File: src/rtl/shift_counter_n.sv
// Parametrised ring/Johnson shift counter with parallel load, position counter, wrap pulse,
// illegal-state decode and optional self-correction back to the mode's seed.
module shift_counter_n #(
  parameter int unsigned WIDTH        = 16,
  parameter bit          SELF_CORRECT = 1'b1
) (
  input  logic                          clk,
  input  logic                          reset,
  input  logic                          en,
  input  logic                          load,
  input  logic                          mode,
  input  logic                          dir,
  input  logic [WIDTH-1:0]              din,
  output logic [WIDTH-1:0]              q,
  output logic [$clog2(2*WIDTH)-1:0]    pos,
  output logic                          wrap,
  output logic                          illegal
);

  localparam int unsigned PosW = $clog2(2 * WIDTH);
  localparam logic [PosW-1:0] RingLast = PosW'(WIDTH - 1);
  localparam logic [PosW-1:0] JohnLast = PosW'(2 * WIDTH - 1);

  logic [WIDTH-1:0] seed;
  logic [WIDTH-1:0] shifted;
  logic [PosW-1:0]  last;
  logic [WIDTH-2:0] edges;

  always_comb begin
    seed    = mode ? '0 : WIDTH'(1);
    last    = mode ? JohnLast : RingLast;
    shifted = q;
    case ({mode, dir})
      2'b00:   shifted = {q[WIDTH-2:0], q[WIDTH-1]};
      2'b01:   shifted = {q[0], q[WIDTH-1:1]};
      2'b10:   shifted = {q[WIDTH-2:0], ~q[WIDTH-1]};
      default: shifted = {~q[0], q[WIDTH-1:1]};
    endcase
    // A legal Johnson word has at most one boundary between its run of ones and zeros.
    edges = q[WIDTH-2:0] ^ q[WIDTH-1:1];
    if (mode) begin
      illegal = $countones(edges) > 1;
    end else begin
      illegal = $countones(q) != 1;
    end
  end

  always_ff @(posedge clk) begin
    if (reset) begin
      q    <= seed;
      pos  <= '0;
      wrap <= 1'b0;
    end else if (load) begin
      q    <= din;
      pos  <= '0;
      wrap <= 1'b0;
    end else if (en) begin
      if (SELF_CORRECT && illegal) begin
        q    <= seed;
        pos  <= '0;
        wrap <= 1'b0;
      end else begin
        q <= shifted;
        // >= so a Johnson-to-ring switch with a large pos still wraps.
        if (pos >= last) begin
          pos  <= '0;
          wrap <= 1'b1;
        end else begin
          pos  <= pos + PosW'(1);
          wrap <= 1'b0;
        end
      end
    end else begin
      wrap <= 1'b0;
    end
  end

endmodule

File: config.mk
export PLATFORM = sky130hd
export DESIGN_NAME = shift_counter_n
export DESIGN_NICKNAME = d
export VERILOG_FILES = /design/src/rtl/shift_counter_n.sv
export SDC_FILE = /design/constraint.sdc
export NUM_CORES = 1
export LEC_CHECK = 0
export CAP_MARGIN = 20
export CELL_PAD_IN_SITES_DETAIL_PLACEMENT = 1
export CELL_PAD_IN_SITES_GLOBAL_PLACEMENT = 2
export CORE_MARGIN = 2
export CORE_UTILIZATION = 34
export DETAILED_ROUTE_END_ITERATION = 6
export PLACE_DENSITY_LB_ADDON = 0.1
export RECOVER_POWER = 25
export SETUP_SLACK_MARGIN = 0.2
export SYNTH_ARGS = -nofsm -noshare
export SYNTH_HDL_FRONTEND = slang
export SYNTH_SLANG_ARGS = --single-unit
export TNS_END_PERCENT = 10
File: constraint.sdc
create_clock -name clk -period 15.2 [get_ports clk]
set_input_delay 3.8 -clock clk [delete_from_list [all_inputs] [get_ports clk]]
set_output_delay 3.8 -clock clk [all_outputs]
set_load 0.03 [all_outputs]
After elaboration in Yosys (flattened, before gate mapping). Cells that the tools add are included.

$add $sub $neg: 30. Multiply operators: 0. Div/mod/pow operators: 0. $lt $le $gt $ge: 2. Equality and inequality tests: 3. Shift operators: 0. Mux-type cells: 11. Bitwise operators: 4. Reductions and logical operators: 4.

Operators with widths (count): $mux 16 (4); $pmux 16 s3 (1); $add 1x1->2 (15); $add 2x2->3 (7); $add 3x3->4 (4); $mux 5 (3); $xor 15x15->15 (1); $add 4x4->5 (2); $add 5x1->5 const B (1); $ge 5x5->1 (1); $gt 5x1->1 const B (1); $ne 5x1->1 const B (1); $reduce_or 4->1 (1); $add 2x1->3 (1); $mux 1 (3); $not 1->1 (3); $reduce_bool 3->1 (1); $eq 2x1->1 const B (1); $eq 2x2->1 const B (1); $logic_not 2->1 (1); $reduce_or 2->1 (1).

Flip-flop bits (word level): 22. Bits in latches: 0. Memory bits (writable): 0. Memory bits (read-only): 0. Bits of input ports: 22. Logic and storage cells: 57. Memories kept: 0.

Logic depth before layout (Yosys ltp). Gate-level depths: netlist of the first run.

Depth in word-level cells: 11. Mapped depth: 17. Depth with buffers taken out: 16.

Worst setup path after synthesis of the first run. No wires, ideal clock.

Path type: register to output. Start point: register q[0]. End point: output port illegal. Arrival: 4.631 ns. Path slack: 6.769 ns. Stages on the path, launching flop included: 14. Buffers on the path: 0. Cells stage by stage: edfxtp_1 ha_1 inv_1 fa_1 inv_1 fa_1 fa_1 inv_1 fa_1 fa_1 fa_1 nor3b_1 a31o_2 inv_1.

Cells in the longest elaborated chain, start to end: 7. Elaborated cells on any way between the ends: 12.

Ends and longest elaborated chain: start, declared (line 14) `output logic [WIDTH-1:0] q,`; start signal, assigned (line 54) `q <= din;`; start signal, assigned (line 63) `q <= shifted;`; $xor 15x15->15 (line 40) `edges = q[WIDTH-2:0] ^ q[WIDTH-1:1];`; $add 1x1->2 (implied by the code) (line 42) `illegal = $countones(edges) > 1;`; $add 2x2->3 (implied by the code) (line 42); $add 3x3->4 (implied by the code) (line 42); $add 4x4->5 (implied by the code) (line 42); $gt 5x1->1 (line 42); $mux 1 (*) (line 41) `if (mode) begin`; end, declared (line 17) `output logic illegal`.

Every way passes the cells marked *; elsewhere a longest branch is shown, timed or not.

Worst setup path after layout of the first run.
Start point: register q[1]. End point: output port illegal.

The elaborated chain is that of the path after synthesis.

==> summary.txt, run 1 <==
Outcome
  • Status: finished, final reports clean

Drt
  • Drt via density: 5.07
  • Routed Antenna Nets: 0
  • DR iter-0 viols: 37
  • Total vias in the final route: 1714
  • Total Wirelength: 5520 um
  • Number of remaining DRC errors: 0
  • DRT Pass-1 Iters: 4
  • DR WL/cell: 16.3 um

Logic synthesis
  • FFs w/ async S/R, synth: 0%
  • Register area share after synthesis: 28.3%
  • Main synth FF type: edfxtp_1
  • Post-Syn Nets: 277
  • Top cells by area, synth: edfxtp_1 23%, fa_1 19%, inv_1 7.1%
  • Post-synthesis instance total: 225
  • Seq cells post-synth: 22
  • Syn Area/Cell: 9.44 um^2
  • Area share of the largest cell type after synthesis: 22.6%
  • Count leader, synth: inv_1
  • Post-synth EDFFs: 16
  • Synth Warn #: 0
  • Distinct cell type count after synthesis: 37
  • Post-Syn Area: 0.00212 mm^2
  • Biggest area consumer among synthesized cells: edfxtp_1
  • Commonest cells post-synth: 40 x inv_1, 36 x nor2_1, 20 x fa_1

Placed design
  • Setup slack at placement: 5600 ps
  • Routability cong.: 0.756
  • Placed instance area: 0.00261 mm^2
  • HPWL after detailed placement: 4190 um
  • Port Buffer Count: 44

Critical path
  • Type of destination of the critical path: primary output
  • CP cell instances: ha_1 -> inv_1 -> fa_1 -> inv_1 -> fa_1 -> fa_1 -> inv_1 -> fa_1 -> fa_1 -> fa_1 -> o31ai_1 -> a31o_2 -> inv_1 -> clkdlybuf4s50_1
  • Critical Setup Path Class: reg -> out
  • Worst reg2reg path depth: 14
  • Slowest-stage cell, CP: clkdlybuf4s50_1
  • Worst Path Arrival: 5880 ps
  • Worst-path fanout max: 23
  • Largest stage delay, worst path: 610 ps
  • Startpoint types: register
  • Most used cell, CP: fa_1
  • Req. time, crit path: 11400 ps
  • Reg2Reg Setup Slack: 9870 ps

Layout
  • Layout cells sized above 1: 2.66%
  • Area grow syn2layout: 25.0%
  • Fillers: 716
  • ANT cells: 0
  • Final layout net count: 316
  • Final Util: 44.3%
  • Final instance area: 0.00266 mm^2

STA
  • Worst slew pin tran: 1020 ps
  • Worst Slack Setup Final: 5520 ps
  • Pins over their slew limit: 0
  • Final period utilization: 63.7%
  • Final min period: 9680 ps
  • Fmax: 103 MHz
  • Slew margin rel.: 31.7%
  • Skew final: 1.24 ps
  • RSZ-0062 raised after global routing: no
  • Setup TNS: 0 ps
  • Fin. Hold Viols: 0
  • Setup violators final: 0

Worst hold path
  • Hold Crit Depth: 2
  • Hold Path Class: reg -> reg

GRT
  • GR Overflow Total: 0
  • Pin count of the biggest net entering global routing: 35
  • Vias in the first global route: 1828
  • First-pass GRT wire length: 9450 um
  • Initial antenna violation count: 0
  • All-Layer GR Usage: 16.9%

Clocking
  • CTS tree: built
  • Clock root buffer: clkbuf_8
  • Hold_buf cts: 0
  • Skew-Pair Late Insertion Delay: 270 ps
  • Worst-path clk slew: 90 ps
  • Clock Sinks: 22
  • Clock Path Buffers: 2
  • Total CTS buffers: 3
  • Resized Gates After CTS: 0
  • H-tree depth: 1
  • Post-CTS Setup Bufs: 0

Floorplan
  • Initial Util: 35.5%
  • Top Ports: 45
  • Die W: 83.1 um
  • Die area: 0.00690 mm^2
  • Row count: 28
  • Chip Height: 83.1 um
  • Core ar.: 0.00599 mm^2

Flow run
  • Maxcap violations: 0
worst max-delay path: cells and delay by family (launching register included):
kind,cells,cell delay (ps)
buffers and inverters,5,900
AO/OA/AOI/OAI,2,930
flip-flops,1,480
adder cells (fa/ha/maj),7,3300
routing by layer:
layer	global-route usage [%]	wire length [um]	up-vias
met4	4.02	57	0
li1	-	-	825
met5	0	0	-
met2	27.8	2600	28
met1	23.8	2700	856
met3	1.89	166	5
placed cells by master (no fill, tap or decap), drive strengths merged, types with 2 or more instances in the layout:
cell           netlist  layout
ha                  10      10
dlygate4sd3          0      15
nand4                3       3
xor2                 8       8
a21oi                3       3
o21ai                2       2
nor2                36      36
a22oi               15      15
clkbuf               7       3
inv                 40      40
dfxtp                6       6
clkdlybuf4s50        0      29
a211oi               2       2
mux2i               14      14
fa                  20      20
nand2                6       6
nor2b                2       2
o211ai               2       2
a41oi                2       2
a31oi                2       2
nor3                 3       3
edfxtp              16      16
nand3                3       3
xnor2                7       7
state kept, by name, summed over array words and instances (netlist names):
| name | cells |
|---|---|
| pos | 5 |
| wrap | 1 |
| q | 16 |
logic make-up after synthesis:
group	share of synthesized area, %
AO/OA/AOI/OAI	12.1
XOR/XNOR	6.18
adder cells (fa/ha/maj)	24.7
buffers and inverters	9.66
flip-flops	28.3
multiplexers	6.60
AND/OR/NAND/NOR	12.5
final timing paths:
kind,startpoint,endpoint
worst min-delay path,pos[1],pos[1]
worst max-delay path,q[1],illegal
worst min register to register,pos[1],pos[1]
worst max register to register,q[1],wrap
area by class of cell:
class / count / area, um^2 / share of cell area, %
sequential: 22 / 601 / 22.6
inverter: 40 / 150 / 5.65
timing repair buffer: 45 / 448 / 16.9
clock buffer: 3 / 41.3 / 1.55
clock inverter: 1 / 3.75 / 0.141
multi-input combinational: 152 / 1320 / 49.6
tap: 75 / 93.8 / 3.53
per-stage QoR:
step	hold slack, ps	std cells
6_report	509	338
5_1_grt	569	338
4_1_cts	515	338
3_5_place_dp	503	334
3_3_place_gp	500	334
2_1_floorplan	611	225
Power of run 1 is left out: the tool's default activity adds up to more than one toggle a clock period on the data nets, which glitch-free logic cannot reach.
==> run 2, diff against run 1 <==
Settings changed: CORE_UTILIZATION 34 to 31.
Clock period 15.2 ns to 9.91 ns, I/O delays scaled along.
==> run 2 against run 1 <==
- core utilization down 4.3 points
- die area increased by 9.2%
- worst hold slack better by 6.3 ps
- critical path depth is the same
- first-iteration DRC count grew 35%
- global-route usage is 1.4 points lower
- design area increased by 1.2%
- sequential share of layout area decreased by 0.27 points
- wire length increased by 1.5%
- critical endpoint unchanged
==> summary.txt, run 2 (synthesis results as in run 1) <==
Floorplan
  • Initial Util: 31.6%
  • Row count: 30
  • Die area: 0.00753 mm^2
  • Chip Height: 86.8 um
  • Core ar.: 0.00672 mm^2
  • Die W: 86.8 um
  • Top Ports: 45

Outcome
  • Status: finished, final reports clean

Placed design
  • Routability cong.: 0.788
  • HPWL after detailed placement: 4290 um
  • Placed Instances: 339
  • Port Buffer Count: 44

STA
  • RSZ-0062 raised after global routing: no
  • Setup violators final: 0
  • Slew margin rel.: 30.8%
  • Worst slew pin tran: 1030 ps
  • Worst hold margin: 515 ps
  • Final period utilization: 83.7%
  • Pins over their slew limit: 0
  • Fmax: 121 MHz
  • Skew final: 4.15 ps
  • Setup TNS: 0 ps
  • Fin. Hold Viols: 0
  • Final min period: 8300 ps

Clocking
  • Post-CTS Setup Bufs: 0
  • Clock Sinks: 22
  • CTS tree: built
  • Clock root buffer: clkbuf_8
  • Resized Gates After CTS: 0
  • H-tree depth: 1
  • Hold_buf cts: 0
  • Clock Path Buffers: 2
  • Worst-path clk slew: 90 ps
  • Skew-Pair Late Insertion Delay: 260 ps
  • Total CTS buffers: 3

Critical path
  • Worst Path Arrival: 5820 ps
  • Worst-path fanout max: 23
  • Critical Setup Path Class: reg -> out
  • Type of destination of the critical path: primary output
  • Worst reg2reg path depth: 14
  • Req. time, crit path: 7430 ps
  • Startpoint types: register

Drt
  • DRT Pass-1 Iters: 4
  • Total vias in the final route: 1666
  • Number of remaining DRC errors: 0
  • Routed Antenna Nets: 0
  • Total Wirelength: 5610 um
  • Drt via density: 4.86
  • DR iter-0 viols: 50
  • DR WL/cell: 16.3 um

Layout
  • Area grow syn2layout: 26.6%
  • Layout cells sized above 1: 3.04%
  • Max FFs per register: 16
  • Most frequent cells in the layout: 40 x inv_1, 36 x nor2_1, 29 x clkdlybuf4s50_1
  • Top reg by flops: q
  • ANT cells: 0
  • Final Non-Filler Cells: 343
  • Commonest non-fill, non-tap cell in the layout: inv_1
  • Top Registers: q (16), pos (5), wrap (1)
  • Final layout net count: 316

Flow run
  • Maxcap violations: 0

GRT
  • First-pass GRT wire length: 9120 um
  • All-Layer GR Usage: 15.5%
  • Pin count of the biggest net entering global routing: 35
  • Vias in the first global route: 1799
  • Initial antenna violation count: 0
  • GR Overflow Total: 0

Worst hold path
  • Hold Crit Depth: 2
  • Hold Path Class: reg -> reg
run 2: layer usage:
metal	part of all wire, %	routed length (um)	GRT usage (%)
met4	0.48	27	2.13
met2	46	2590	24.4
met5	0	0	0
met1	52	2900	23.3
met3	1.6	88	1.71
run 2: final cells by class:
class                   count  area (um^2)
clock buffers               3         41.3
flip-flops and latches     22          601
fillers                   780         4030
clock inverters             1         30.0
inverters                  40          150
well taps                  80          100
multi-input cells         152         1320
repair buffers             45          448
run 2: per-stage QoR:
stage                     util [%]  instance area (um^2)  worst slack (ps)
after floorplan                  -                  2120              2800
after global placement        39.0                  2620              2010
after detailed placement      39.0                  2620              1870
after CTS                     40.0                  2690              1560
after global routing          40.0                  2690              1270
final                         40.0                  2690              1610
run 2: worst max-delay path: stages, from the launching register on:
cell,delay (ps)
edfxtp_1,490
ha_1,320
inv_1,50
fa_1,520
inv_1,50
fa_1,500
fa_1,540
inv_1,50
fa_1,500
fa_1,470
fa_1,500
nor3b_1,280
a31o_2,550
inv_1,110
clkdlybuf4s50_1,620
run 2: worst paths after layout:
path,start,to,slack [ps]
min,pos[1],pos[1],510
max reg2reg,q[1],wrap,4630
max,q[1],illegal,1610
min reg2reg,pos[1],pos[1],510
Power of run 2 is left out for the same reason.
